[config.mk]
export PLATFORM = sky130hd
export DESIGN_NAME = tr_write_ctrl
export DESIGN_NICKNAME = d
export VERILOG_FILES = /design/src/rtl/tr_pkg.sv /design/src/rtl/sat_counter.sv /design/src/rtl/tr_write_ctrl.sv
export SDC_FILE = /design/constraint.sdc
export NUM_CORES = 1
export LEC_CHECK = 0
export ABC_AREA = 0
export BUFFER_PORTS_ARGS = -buffer_cell sky130_fd_sc_hd__buf_2
export CAP_MARGIN = 5
export CORE_MARGIN = 1.5
export CORE_UTILIZATION = 50
export CTS_CLUSTER_DIAMETER = 100
export DETAILED_ROUTE_END_ITERATION = 10
export PLACE_DENSITY = 0.73
export SLEW_MARGIN = 10
export SYNTH_ARGS = -nofsm -noshare
export SYNTH_HDL_FRONTEND = slang
export SYNTH_SLANG_ARGS = --single-unit
[constraint.sdc]
create_clock -name CLK -period 3.16 [get_ports CLK]
set_clock_uncertainty 0.2 [all_clocks]
set_input_delay 0.316 -clock CLK [delete_from_list [all_inputs] [get_ports CLK]]
set_output_delay 0.316 -clock CLK [all_outputs]
set_load 0.005 [all_outputs]
[src/rtl/tr_pkg.sv]
// Shared definitions for the temp-register write path: TR mux source codes
// and the write-controller state encoding.
package tr_pkg;

    localparam logic [2:0] TR_SRC_BREG    = 3'd0;
    localparam logic [2:0] TR_SRC_ALUOUT  = 3'd1;
    localparam logic [2:0] TR_SRC_LSHIMM  = 3'd2;
    localparam logic [2:0] TR_SRC_SEXTIMM = 3'd3;
    localparam logic [2:0] TR_SRC_STACK   = 3'd4;
    localparam logic [2:0] TR_SRC_USER    = 3'd5;
    localparam logic [2:0] TR_SRC_ZERO    = 3'd6;
    localparam logic [2:0] TR_SRC_ILLEGAL = 3'd7;

    typedef enum logic {
        IDLE    = 1'b0,
        WAIT_IN = 1'b1
    } tr_state_t;

endpackage

[src/rtl/sat_counter.sv]
// Up-counter that sticks at MAX; clr and reset both return it to zero,
// and clr wins over inc in the same cycle.
module sat_counter #(
    parameter int unsigned    W   = 8,
    parameter logic [W-1:0]   MAX = '1
) (
    input  logic         clk,
    input  logic         reset,
    input  logic         clr,
    input  logic         inc,
    output logic [W-1:0] cnt
);

    always_ff @(posedge clk) begin
        if (reset || clr) begin
            cnt <= '0;
        end else if (inc && (cnt != MAX)) begin
            cnt <= cnt + W'(1);
        end
    end

endmodule

[src/rtl/tr_write_ctrl.sv]
// Arbitrates the single TR write port between the control unit, the datastack
// pop path and the user-input wait sequence; grants take effect the same cycle.
import tr_pkg::*;

module tr_write_ctrl #(
    parameter int unsigned TIMEOUT_CYC = 1024,
    parameter int unsigned STARVE_MAX  = 3,
    parameter int unsigned CNT_W       = 16
) (
    input  logic       CLK,
    input  logic       reset,
    input  logic       ctl_req,
    input  logic [2:0] ctl_src,
    output logic       ctl_gnt,
    input  logic       stk_req,
    output logic       stk_gnt,
    input  logic       inp_start,
    input  logic       in_valid,
    output logic       in_ack,
    output logic       stall,
    output logic       in_timeout,
    output logic       src_err,
    output logic [2:0] tr_src,
    output logic       tr_write,
    output tr_state_t  state
);

    localparam int unsigned      ST_W     = $clog2(STARVE_MAX + 1);
    localparam logic [ST_W-1:0]  ST_MAX   = ST_W'(STARVE_MAX);
    localparam bit               TMO_EN   = (TIMEOUT_CYC > 0);
    localparam logic [CNT_W-1:0] TMO_LAST = (TIMEOUT_CYC > 0) ? CNT_W'(TIMEOUT_CYC - 1) : '1;

    tr_state_t        state_q;
    tr_state_t        state_nxt;
    logic [ST_W-1:0]  starve_cnt;
    logic [CNT_W-1:0] tmo_cnt;
    logic             tmo_clr;
    logic             tmo_inc;
    logic             ctl_ok;
    logic             starving;

    assign ctl_ok   = ctl_req && (ctl_src != TR_SRC_ILLEGAL);
    assign starving = stk_req && (starve_cnt == ST_MAX);

    always_comb begin
        ctl_gnt    = 1'b0;
        stk_gnt    = 1'b0;
        in_ack     = 1'b0;
        in_timeout = 1'b0;
        src_err    = 1'b0;
        stall      = 1'b0;
        tr_src     = TR_SRC_BREG;
        tmo_clr    = 1'b0;
        tmo_inc    = 1'b0;
        state_nxt  = state_q;
        if (!reset) begin
            case (state_q)
                IDLE: begin
                    if (inp_start) begin
                        // Input load takes priority; a ctl write issued alongside is lost.
                        stall     = 1'b1;
                        src_err   = ctl_req;
                        stk_gnt   = stk_req;
                        tmo_clr   = 1'b1;
                        state_nxt = WAIT_IN;
                    end else begin
                        src_err = ctl_req && !ctl_ok;
                        if (ctl_ok && !starving) begin
                            ctl_gnt = 1'b1;
                            tr_src  = ctl_src;
                        end else begin
                            stk_gnt = stk_req;
                            stall   = ctl_ok;
                        end
                    end
                end
                WAIT_IN: begin
                    tmo_inc = !in_valid;
                    if (in_valid) begin
                        in_ack    = 1'b1;
                        tr_src    = TR_SRC_USER;
                        state_nxt = IDLE;
                    end else if (TMO_EN && (tmo_cnt == TMO_LAST)) begin
                        in_timeout = 1'b1;
                        tr_src     = TR_SRC_ZERO;
                        state_nxt  = IDLE;
                    end else begin
                        stall   = 1'b1;
                        stk_gnt = stk_req;
                    end
                end
                default: state_nxt = IDLE;
            endcase
            if (stk_gnt) begin
                tr_src = TR_SRC_STACK;
            end
        end
    end

    assign tr_write = ctl_gnt | stk_gnt | in_ack | in_timeout;
    assign state    = reset ? IDLE : state_q;

    always_ff @(posedge CLK) begin
        if (reset) begin
            state_q <= IDLE;
        end else begin
            state_q <= state_nxt;
        end
    end

    sat_counter #(
        .W   (ST_W),
        .MAX (ST_MAX)
    ) u_starve_cnt (
        .clk   (CLK),
        .reset (reset),
        .clr   (!stk_req || stk_gnt),
        .inc   (stk_req && !stk_gnt),
        .cnt   (starve_cnt)
    );

    sat_counter #(
        .W   (CNT_W),
        .MAX (TMO_LAST)
    ) u_tmo_cnt (
        .clk   (CLK),
        .reset (reset),
        .clr   (tmo_clr),
        .inc   (tmo_inc),
        .cnt   (tmo_cnt)
    );

endmodule

==> results of run 1 <==
through the flow:
step / utilization / instances
finish: 0.586 / 178
global route: 0.586 / 178
CTS: 0.586 / 178
detailed placement: 0.574 / 174
global placement: 0.574 / 174
floorplan: - / 130
Yosys cell counts, types with 2 or more instances:
| cell type | instances | share of area |
|---|---|---|
| dfxtp_1 | 19 | 0.33 |
| nand2_1 | 13 | 0.043 |
| a21oi_1 | 12 | 0.053 |
| nand3_1 | 9 | 0.040 |
| mux2i_1 | 6 | 0.053 |
| inv_1 | 5 | 0.017 |
| nand4_1 | 5 | 0.028 |
| nor2_1 | 5 | 0.017 |
| o31ai_1 | 5 | 0.033 |
| o211ai_1 | 4 | 0.026 |
| o21ai_0 | 4 | 0.018 |
| a21o_1 | 3 | 0.020 |
| and4_1 | 3 | 0.023 |
| nor3_1 | 3 | 0.013 |
| or3_1 | 3 | 0.017 |
| or3_2 | 3 | 0.020 |
| and2_2 | 2 | 0.013 |
| and3_1 | 2 | 0.011 |
| buf_6 | 2 | 0.020 |
| ha_1 | 2 | 0.022 |
| or4_1 | 2 | 0.013 |
registers in the layout (all words and copies together), names as in the netlist:
register / flops
u_tmo_cnt.cnt: 16
state_q: 1
u_starve_cnt.cnt: 2
where the power goes:
| group | total (mW) | leakage [nW] | switching [mW] | internal (mW) |
|---|---|---|---|---|
| combinational | 0.0476 | 0.315 | 0.0284 | 0.0192 |
| clock | 0.122 | 0.0150 | 0.0731 | 0.0491 |
| sequential | 0.245 | 0.153 | 0.00343 | 0.242 |
| total | 0.415 | 0.484 | 0.105 | 0.310 |
routing by layer:
metal | global-route usage | routed length [µm] | vias up
li1 | - | - | 540
met1 | 0.258 | 1170 | 496
met2 | 0.366 | 1210 | 15
met3 | 0.0357 | 54 | 2
met4 | 0.0721 | 17 | 0
met5 | 0 | 0 | -
kinds of logic after synthesis:
kind of cell | Yosys count | share of synthesized area
buffers and inverters | 9 | 0.0429
adder cells (fa/ha/maj) | 2 | 0.0220
flip-flops | 19 | 0.334
AND/OR/NAND/NOR | 58 | 0.319
multiplexers | 6 | 0.0528
AO/OA/AOI/OAI | 35 | 0.221
XOR/XNOR | 1 | 0.00770
layout make-up:
type / instances / area, µm²
repair buffers: 20 / 103
well taps: 28 / 35.0
inverters: 5 / 18.8
clock buffers: 4 / 26.3
flip-flops and latches: 19 / 380
multi-input cells: 102 / 708
fillers: 202 / 898
critical path: cells and delay by family, from the launching register on:
kind | cells | cell delay [ns]
flip-flops | 1 | 0.35
buffers and inverters | 2 | 0.36
AO/OA/AOI/OAI | 1 | 0.10
AND/OR/NAND/NOR | 3 | 1.08
worst max-delay path by stage:
stage	from	endpoint	slack (ns)	cells after the start
after detailed placement	u_tmo_cnt.cnt[14]$_SDFFE_PP0P_	stk_gnt	0.78	6
after CTS	u_tmo_cnt.cnt[14]$_SDFFE_PP0P_	stk_gnt	0.45	6
after floorplan	u_tmo_cnt.cnt[14]$_SDFFE_PP0P_	stk_gnt	0.98	4
after global routing	u_tmo_cnt.cnt[14]$_SDFFE_PP0P_	tr_write	0.37	6
final	u_tmo_cnt.cnt[14]$_SDFFE_PP0P_	stk_gnt	0.45	6
after global placement	u_tmo_cnt.cnt[14]$_SDFFE_PP0P_	stk_gnt	0.83	6
==> run_results.csv, run 1 <==
group,metric,value,unit
outcome,status,"finished, final reports clean",
sta,fmax,370,MHz
clocking,clock-sinks,19,
sta,rsz0062_at_grt,"no",
global_route,grt_pass1_wl,4060,µm
floorplan,die_w,50.7,µm
setup_path,cp_max_fo,16,
setup_path,crit_path_end_kind,"primary output",
run,drv_cap,0,
sta,period_minus_slack,2.71,ns
global_route,grt-ovfl-total,0,
floorplan,core-area,2170,µm²
cells_and_area,diodes,0,
cells_and_area,drive_above_1_share,0.240,
detailed_routing,first_pass_iters,4,
cells_and_area,syn2layout_area_growth,11.8,%
cells_and_area,finish.net_count,162,
setup_path,criticalPathCategory,"flip-flop to primary output",
setup_path,r2r_cells,5,
global_route,grt_pass1_vias,950,
setup_path,crit_required,2.64,ns
clocking,cts_hold_buf,0,
yosys,synth_cell_types,39,
cells_and_area,postLayoutCellArea,1270,µm²
setup_path,r2r-start,"u_tmo_cnt.cnt[14]$_SDFFE_PP0P_",
sta,fin_ws,0.455,ns
setup_path,r2r_setup_slack,0.97,ns
setup_path,crit_chain,"or4_4 > nor4b_4 > buf_4 > o21ai_4 > and3_2 > buf_2",
yosys,ys_ff_latch,19,
placement,dp_slack,0.783,ns
clocking,htreeDepth,1,
clocking,cts.clk_slew.worst_paths,0.11,ns
floorplan,start_util,0.524,
setup_path,start_kind,"flip-flop",
pwr,power.leakage,0.484,nW
detailed_routing,drc_errors,0,
cells_and_area,layout_common_cells,"19 x buf_2, 19 x dfxtp_1, 13 x nand2_1, 12 x a21oi_1, 9 x nand3_1",
detailed_routing,drt_wl_total,2450,µm
setup_path,r2r-end,"u_starve_cnt.cnt[1]$_SDFFE_PP0P_",
clocking,cts_resized,0,
yosys,synthCells,130,
clocking,clkLatencyLatePin,0.29,ns
yosys,syn_area,1140,µm²
min_path,holdPathStages,3,
detailed_routing,wire_per_inst,13.8,µm
sta,slew_headroom,0.545,
yosys,synth.avg_cell_area,8.75,µm²
floorplan,die-area,2570,µm²
yosys,yosysWarnings,0,
sta,setup_tns,0,ns
sta,min_period_over_period,0.856,
sta,hold_ws,0.0863,ns
sta,timing.final.max_slew_violations,0,
detailed_routing,num_vias,1053,
setup_path,cp_slowest_cell,"or4_4",
placement,gp_congestion,0.763,
yosys,synth-edff-count,0,
pwr,power.total,0.415,mW
sta,tightest_slew,0.682,ns
detailed_routing,drtAntennaViolNets,0,
pwr,power.density,327,nW/µm²
floorplan,io-pin-count,20,
clocking,postCtsSetupRepairBufs,0,
global_route,grt_max_degree,17,
pwr,peakVddDrop,190,µV
placement,hpwl,1850,µm
yosys,syn-num-nets,141,
placement,portBuffers,19,
min_path,hold_start,"inp_start",
placement,dpl-instance-area,1240,µm²
clocking,numCtsBuffers,3,
clocking,clockBufferDepth,2,
clocking,cts-root-buf,"clkbuf_4",
sta,final-hold-violation-count,0,
sta,setup_viol,0,
global_route,antenna_found_initial,0,
yosys,async_flop_share,0,
detailed_routing,via_per_inst,5.92,
setup_path,max_stage_delay,0.58,ns
global_route,grt.total_usage,0.209,
floorplan,die_h,50.7,µm
floorplan,core.rowCount,17,
setup_path,cp.arrival,2.19,ns
clocking,tritoncts,"yes",
min_path,hp-class,"input port to flip-flop",
yosys,synth_flop_cell,"dfxtp_1",
detailed_routing,dr.first_iter.drc_count,24,
min_path,min_to,"state_q$_SDFF_PP0_",
yosys,ys_seq_area_frac,0.334,
Power figures use the tool's default switching activity.
==> run 2, diff against run 1 <==
--- a/config.mk
+++ b/config.mk
@@ -9,10 +9,10 @@
 export BUFFER_PORTS_ARGS = -buffer_cell sky130_fd_sc_hd__buf_2
 export CAP_MARGIN = 5
 export CORE_MARGIN = 1.5
-export CORE_UTILIZATION = 50
+export CORE_UTILIZATION = 49
 export CTS_CLUSTER_DIAMETER = 100
 export DETAILED_ROUTE_END_ITERATION = 10
-export PLACE_DENSITY = 0.73
+export PLACE_DENSITY = 0.74
 export SLEW_MARGIN = 10
 export SYNTH_ARGS = -nofsm -noshare
 export SYNTH_HDL_FRONTEND = slang
==> constraint.sdc (replaced) <==
create_clock -name CLK -period 2.2 [get_ports CLK]
set_clock_uncertainty 0.2 [all_clocks]
set_input_delay 0.22 -clock CLK [delete_from_list [all_inputs] [get_ports CLK]]
set_output_delay 0.22 -clock CLK [all_outputs]
set_load 0.005 [all_outputs]
==> run_results.csv, run 2 (synthesized netlist as in run 1, its figures left out) <==
group,metric,value,unit
cells_and_area,drive_above_1_share,0.306,
clocking,htreeDepth,1,
cells_and_area,fillers,201,
detailed_routing,drt_wl_total,2550,µm
global_route,antenna_found_initial,0,
detailed_routing,drc_errors,0,
floorplan,core-area,2190,µm²
sta,rsz0062_at_grt,"yes",
pwr,peakVddDrop,423,µV
cells_and_area,diodes,0,
run,drv_cap,0,
clocking,clkLatencyLatePin,0.31,ns
detailed_routing,num_vias,1134,
clocking,cts-root-buf,"clkbuf_4",
setup_path,r2r-end,"u_starve_cnt.cnt[1]$_SDFFE_PP0P_",
global_route,grt.total_usage,0.222,
global_route,grt_max_degree,15,
cells_and_area,postLayoutCellArea,1380,µm²
sta,setup_tns,-1.15,ns
global_route,grt-ovfl-total,0,
clocking,clock-sinks,19,
cells_and_area,regMostFlops,"u_tmo_cnt.cnt",
setup_path,crit_required,1.78,ns
placement,gp_congestion,0.833,
global_route,grt_pass1_vias,1037,
detailed_routing,drtAntennaViolNets,0,
global_route,use_met3,0.0585,
setup_path,crit_chain,"or4_4 > nor4b_4 > o21ai_4 > and2_2 > buf_2",
global_route,grt_pass1_wl,4440,µm
floorplan,die_h,51.2,µm
global_route,top_usage_layer,"met2",
sta,period_minus_slack,2.41,ns
setup_path,crit_path_end_kind,"primary output",
outcome,violations,"setup timing",
floorplan,core.rowCount,17,
min_path,min_to,"u_starve_cnt.cnt[1]$_SDFFE_PP0P_",
placement,dpl-instance-area,1270,µm²
sta,hold_ws,0.0586,ns
sta,tightest_slew,0.440,ns
pwr,power.density,451,nW/µm²
sta,timing.final.max_slew_violations,0,
cells_and_area,finish.net_count,172,
min_path,holdPathStages,2,
clocking,tritoncts,"yes",
setup_path,max_stage_delay,0.56,ns
cells_and_area,fin_cells,188,
pwr,power.leakage,0.533,nW
floorplan,io-pin-count,20,
cells_and_area,largest_register_ffs,16,
clocking,cts.clk_slew.worst_paths,0.11,ns
floorplan,die_w,51.2,µm
setup_path,r2r_cells,6,
cells_and_area,reg_top3,"u_tmo_cnt.cnt (16), u_starve_cnt.cnt (2), state_q (1)",
setup_path,r2r-start,"u_tmo_cnt.cnt[15]$_SDFFE_PP0P_",
clocking,numCtsBuffers,3,
cells_and_area,layout_common_cells,"18 x buf_2, 18 x dfxtp_1, 13 x nand2_1, 12 x a21oi_1, 9 x buf_4",
global_route,grtUsageMet1,0.245,
setup_path,criticalPathCategory,"flip-flop to primary output",
placement,dp_cells,178,
floorplan,die-area,2620,µm²
setup_path,cp_slowest_cell,"or4_4",
setup_path,r2r_setup_slack,-0.04,ns
sta,min_period_over_period,1.10,
setup_path,cp.arrival,1.99,ns
detailed_routing,dr.first_iter.drc_count,20,
sta,setup_viol,7,
sta,fmax,415,MHz
detailed_routing,wire_per_inst,13.5,µm
cells_and_area,syn2layout_area_growth,21.2,%
setup_path,start_kind,"flip-flop",
min_path,hp-class,"input port to flip-flop",
detailed_routing,via_per_inst,6.03,
sta,final-hold-violation-count,0,
outcome,status,"finished, violations left",
clocking,clockBufferDepth,2,
global_route,grt_use_met2,0.407,
min_path,hold_start,"reset",
sta,fin_ws,-0.212,ns
placement,portBuffers,19,
floorplan,start_util,0.519,
sta,slew_headroom,0.704,
placement,hpwl,1910,µm
detailed_routing,first_pass_iters,4,
setup_path,cp_max_fo,5,
run 2: cell count changes in the layout (fill, tap and decap cells not counted), sizes merged:
cell / before / now
buf: 20 / 29
clkbuf: 4 / 3
clkinvlp: 0 / 1
dlygate4sd3: 0 / 1
run 2: metal layers:
metal,up-vias,part of all wire
li1,561,-
met1,541,0.44
met2,24,0.51
met3,8,0.034
met4,0,0.016
met5,-,0
run 2: where the power goes:
group | total (mW) | leakage (nW) | switching [mW] | internal [mW]
Clock | 0.186 | 0.0139 | 0.116 | 0.0695
Combinational | 0.0837 | 0.365 | 0.0450 | 0.0388
Sequential | 0.352 | 0.154 | 0.00457 | 0.347
Total | 0.621 | 0.533 | 0.166 | 0.456
run 2: critical path, delay by kind of cell, from the launching register on:
family / cells / cell delay (ns)
compound gates: 1 / 0.11
buf+inv: 1 / 0.12
flops: 1 / 0.34
simple gates: 3 / 1.12
run 2: timing repair:
item	in CTS	in global routing
endpoints found under the hold margin	1	0
buffers inserted	5	2
hold buffers	1	0
pin swaps	6	3
endpoints found under the setup margin	7	11
resized for setup	4	2
run 2: worst max-delay path by stage:
stage	from	endpoint	slack (ns)	depth (start not counted)
4_1_cts	u_tmo_cnt.cnt[15]$_SDFFE_PP0P_	stall	-0.17	5
5_1_grt	u_tmo_cnt.cnt[15]$_SDFFE_PP0P_	tr_write	-0.29	5
3_5_place_dp	u_tmo_cnt.cnt[14]$_SDFFE_PP0P_	stk_gnt	0.04	5
6_report	u_tmo_cnt.cnt[15]$_SDFFE_PP0P_	stall	-0.21	5
3_3_place_gp	u_tmo_cnt.cnt[14]$_SDFFE_PP0P_	stk_gnt	0.07	5
2_1_floorplan	u_tmo_cnt.cnt[14]$_SDFFE_PP0P_	stk_gnt	0.12	4
run 2: final cells by class:
cell class                 instances  area [µm²]  share of cell area
multi-input combinational        102         723               0.525
sequential                        19         382               0.277
timing repair buffer              30         190               0.138
tap                               28        35.0              0.0254
clock buffer                       3        22.5              0.0163
inverter                           5        18.8              0.0136
clock inverter                     1        7.51             0.00544
run 2: through the flow:
| stage | util | worst slack [ns] | power (mW) |
|---|---|---|---|
| floorplan | - | 0.118 | 0.401 |
| global placement | 0.582 | 0.0671 | 0.429 |
| detailed placement | 0.582 | 0.0404 | 0.431 |
| CTS | 0.625 | -0.166 | 0.624 |
| global route | 0.629 | -0.288 | 0.646 |
| finish | 0.629 | -0.212 | 0.621 |
==> run 3, diff against run 2 <==
--- a/config.mk
+++ b/config.mk
@@ -13,6 +13,7 @@
 export CTS_CLUSTER_DIAMETER = 100
 export DETAILED_ROUTE_END_ITERATION = 10
 export PLACE_DENSITY = 0.74
+export SKIP_CTS_REPAIR_TIMING = 1
 export SLEW_MARGIN = 10
 export SYNTH_ARGS = -nofsm -noshare
 export SYNTH_HDL_FRONTEND = slang
==> run_results.csv, run 3 (synthesized netlist as in run 1, its figures left out) <==
group,metric,value,unit
outcome,status,"finished, violations left",
outcome,violations,"setup timing",
setup_path,r2r_cells,5,
global_route,grt-ovfl-total,0,
detailed_routing,drt_wl_total,2540,µm
detailed_routing,drc_errors,0,
detailed_routing,num_vias,1111,
sta,fmax,416,MHz
cells_and_area,fin_cells,188,
sta,slew_headroom,0.724,
setup_path,cp_max_fo,6,
detailed_routing,first_pass_iters,4,
clocking,clkLatencyLatePin,0.31,ns
global_route,grt_max_degree,15,
run,drv_cap,0,
cells_and_area,regMostFlops,"u_tmo_cnt.cnt",
pwr,power.leakage,0.531,nW
setup_path,r2r_setup_slack,0.07,ns
cells_and_area,syn2layout_area_growth,20.7,%
setup_path,start_kind,"flip-flop",
clocking,htreeDepth,1,
clocking,cts.clk_slew.worst_paths,0.11,ns
placement,portBuffers,19,
sta,fin_ws,-0.202,ns
floorplan,core-area,2190,µm²
floorplan,die_w,51.2,µm
floorplan,die-area,2620,µm²
sta,timing.final.max_slew_violations,0,
sta,hold_ws,0.0677,ns
setup_path,crit_required,1.78,ns
global_route,grt_pass1_vias,1003,
sta,setup_tns,-0.976,ns
floorplan,die_h,51.2,µm
detailed_routing,drtAntennaViolNets,0,
setup_path,crit_chain,"or4_4 > nor4b_4 > o21ai_4 > a31oi_1 > buf_2",
cells_and_area,drive_above_1_share,0.313,
setup_path,endpoint,"tr_write",
floorplan,core.rowCount,17,
placement,dp_cells,178,
floorplan,io-pin-count,20,
setup_path,cp.arrival,1.98,ns
global_route,grt_pass1_wl,4220,µm
detailed_routing,dr.first_iter.drc_count,33,
setup_path,criticalPathCategory,"flip-flop to primary output",
min_path,hp-class,"input port to flip-flop",
setup_path,cp_slowest_cell,"or4_4",
clocking,clock-sinks,19,
global_route,antenna_found_initial,0,
clocking,numCtsBuffers,3,
setup_path,crit_path_end_kind,"primary output",
pwr,peakVddDrop,423,µV
sta,period_minus_slack,2.40,ns
pwr,power.density,451,nW/µm²
cells_and_area,diodes,0,
clocking,clockBufferDepth,2,
sta,min_period_over_period,1.09,
sta,final-hold-violation-count,0,
setup_path,crit_path_start,"u_tmo_cnt.cnt[15]$_SDFFE_PP0P_",
setup_path,r2r-start,"u_tmo_cnt.cnt[15]$_SDFFE_PP0P_",
floorplan,start_util,0.519,
global_route,grt.total_usage,0.211,
clocking,cts-root-buf,"clkbuf_4",
detailed_routing,wire_per_inst,13.5,µm
cells_and_area,finish.net_count,172,
cells_and_area,reg_top3,"u_tmo_cnt.cnt (16), u_starve_cnt.cnt (2), state_q (1)",
sta,tightest_slew,0.410,ns
sta,rsz0062_at_grt,"yes",
detailed_routing,via_per_inst,5.91,
placement,dpl-instance-area,1270,µm²
sta,setup_viol,6,
setup_path,max_stage_delay,0.57,ns
placement,gp_congestion,0.833,
cells_and_area,layout_commonest_cell,"buf_2",
cells_and_area,postLayoutCellArea,1370,µm²
cells_and_area,layout_common_cells,"18 x buf_2, 17 x dfxtp_1, 13 x nand2_1, 12 x a21oi_1, 10 x buf_4",
cells_and_area,largest_register_ffs,16,
clocking,tritoncts,"yes",
setup_path,r2r-end,"u_starve_cnt.cnt[1]$_SDFFE_PP0P_",
placement,hpwl,1910,µm
cells_and_area,final_util,0.626,
## run 3: worst min-delay path by stage
stage,from,to,slack [ns],cells after the start
after detailed placement,u_tmo_cnt.cnt[7]$_SDFFE_PP0P_,u_tmo_cnt.cnt[7]$_SDFFE_PP0P_,0.26,1
after global placement,u_tmo_cnt.cnt[7]$_SDFFE_PP0P_,u_tmo_cnt.cnt[7]$_SDFFE_PP0P_,0.24,1
after global routing,stk_req,u_starve_cnt.cnt[1]$_SDFFE_PP0P_,0.06,3
final,stk_req,u_starve_cnt.cnt[1]$_SDFFE_PP0P_,0.07,3
after floorplan,inp_start,state_q$_SDFF_PP0_,0.13,2
after CTS,inp_start,state_q$_SDFF_PP0_,-0.03,3
## run 3: per-layer routing
| layer | routed length (µm) | track usage |
|---|---|---|
| met3 | 61 | 0.0526 |
| met4 | 40 | 0.0721 |
| met2 | 1300 | 0.374 |
| met5 | 0 | 0 |
| met1 | 1140 | 0.244 |
## run 3: metrics by stage
step | setup WS, ns | power (mW)
floorplan | 0.118 | 0.401
global placement | 0.0671 | 0.429
detailed placement | 0.0404 | 0.431
CTS | -0.313 | 0.616
global route | -0.275 | 0.644
finish | -0.202 | 0.619
## run 3: where the power goes
group / internal [mW] / leakage, nW / switching, mW / total (mW)
Combinational: 0.0376 / 0.363 / 0.0444 / 0.0820
Clock: 0.0695 / 0.0139 / 0.116 / 0.185
Sequential: 0.347 / 0.154 / 0.00465 / 0.352
Total: 0.454 / 0.531 / 0.165 / 0.619
## run 3: cell type report
class	instances	area [µm²]
clock buffers	3	22.5
clock inverters	1	7.51
fillers	198	818
inverters	5	18.8
multi-input cells	102	719
flip-flops and latches	19	383
well taps	28	35.0
repair buffers	30	186
## run 3: critical path: cells and delay by family (launching register included)
kind,cells,cell delay [ns]
flops,1,0.34
buf+inv,1,0.14
simple gates,2,0.90
compound gates,2,0.30
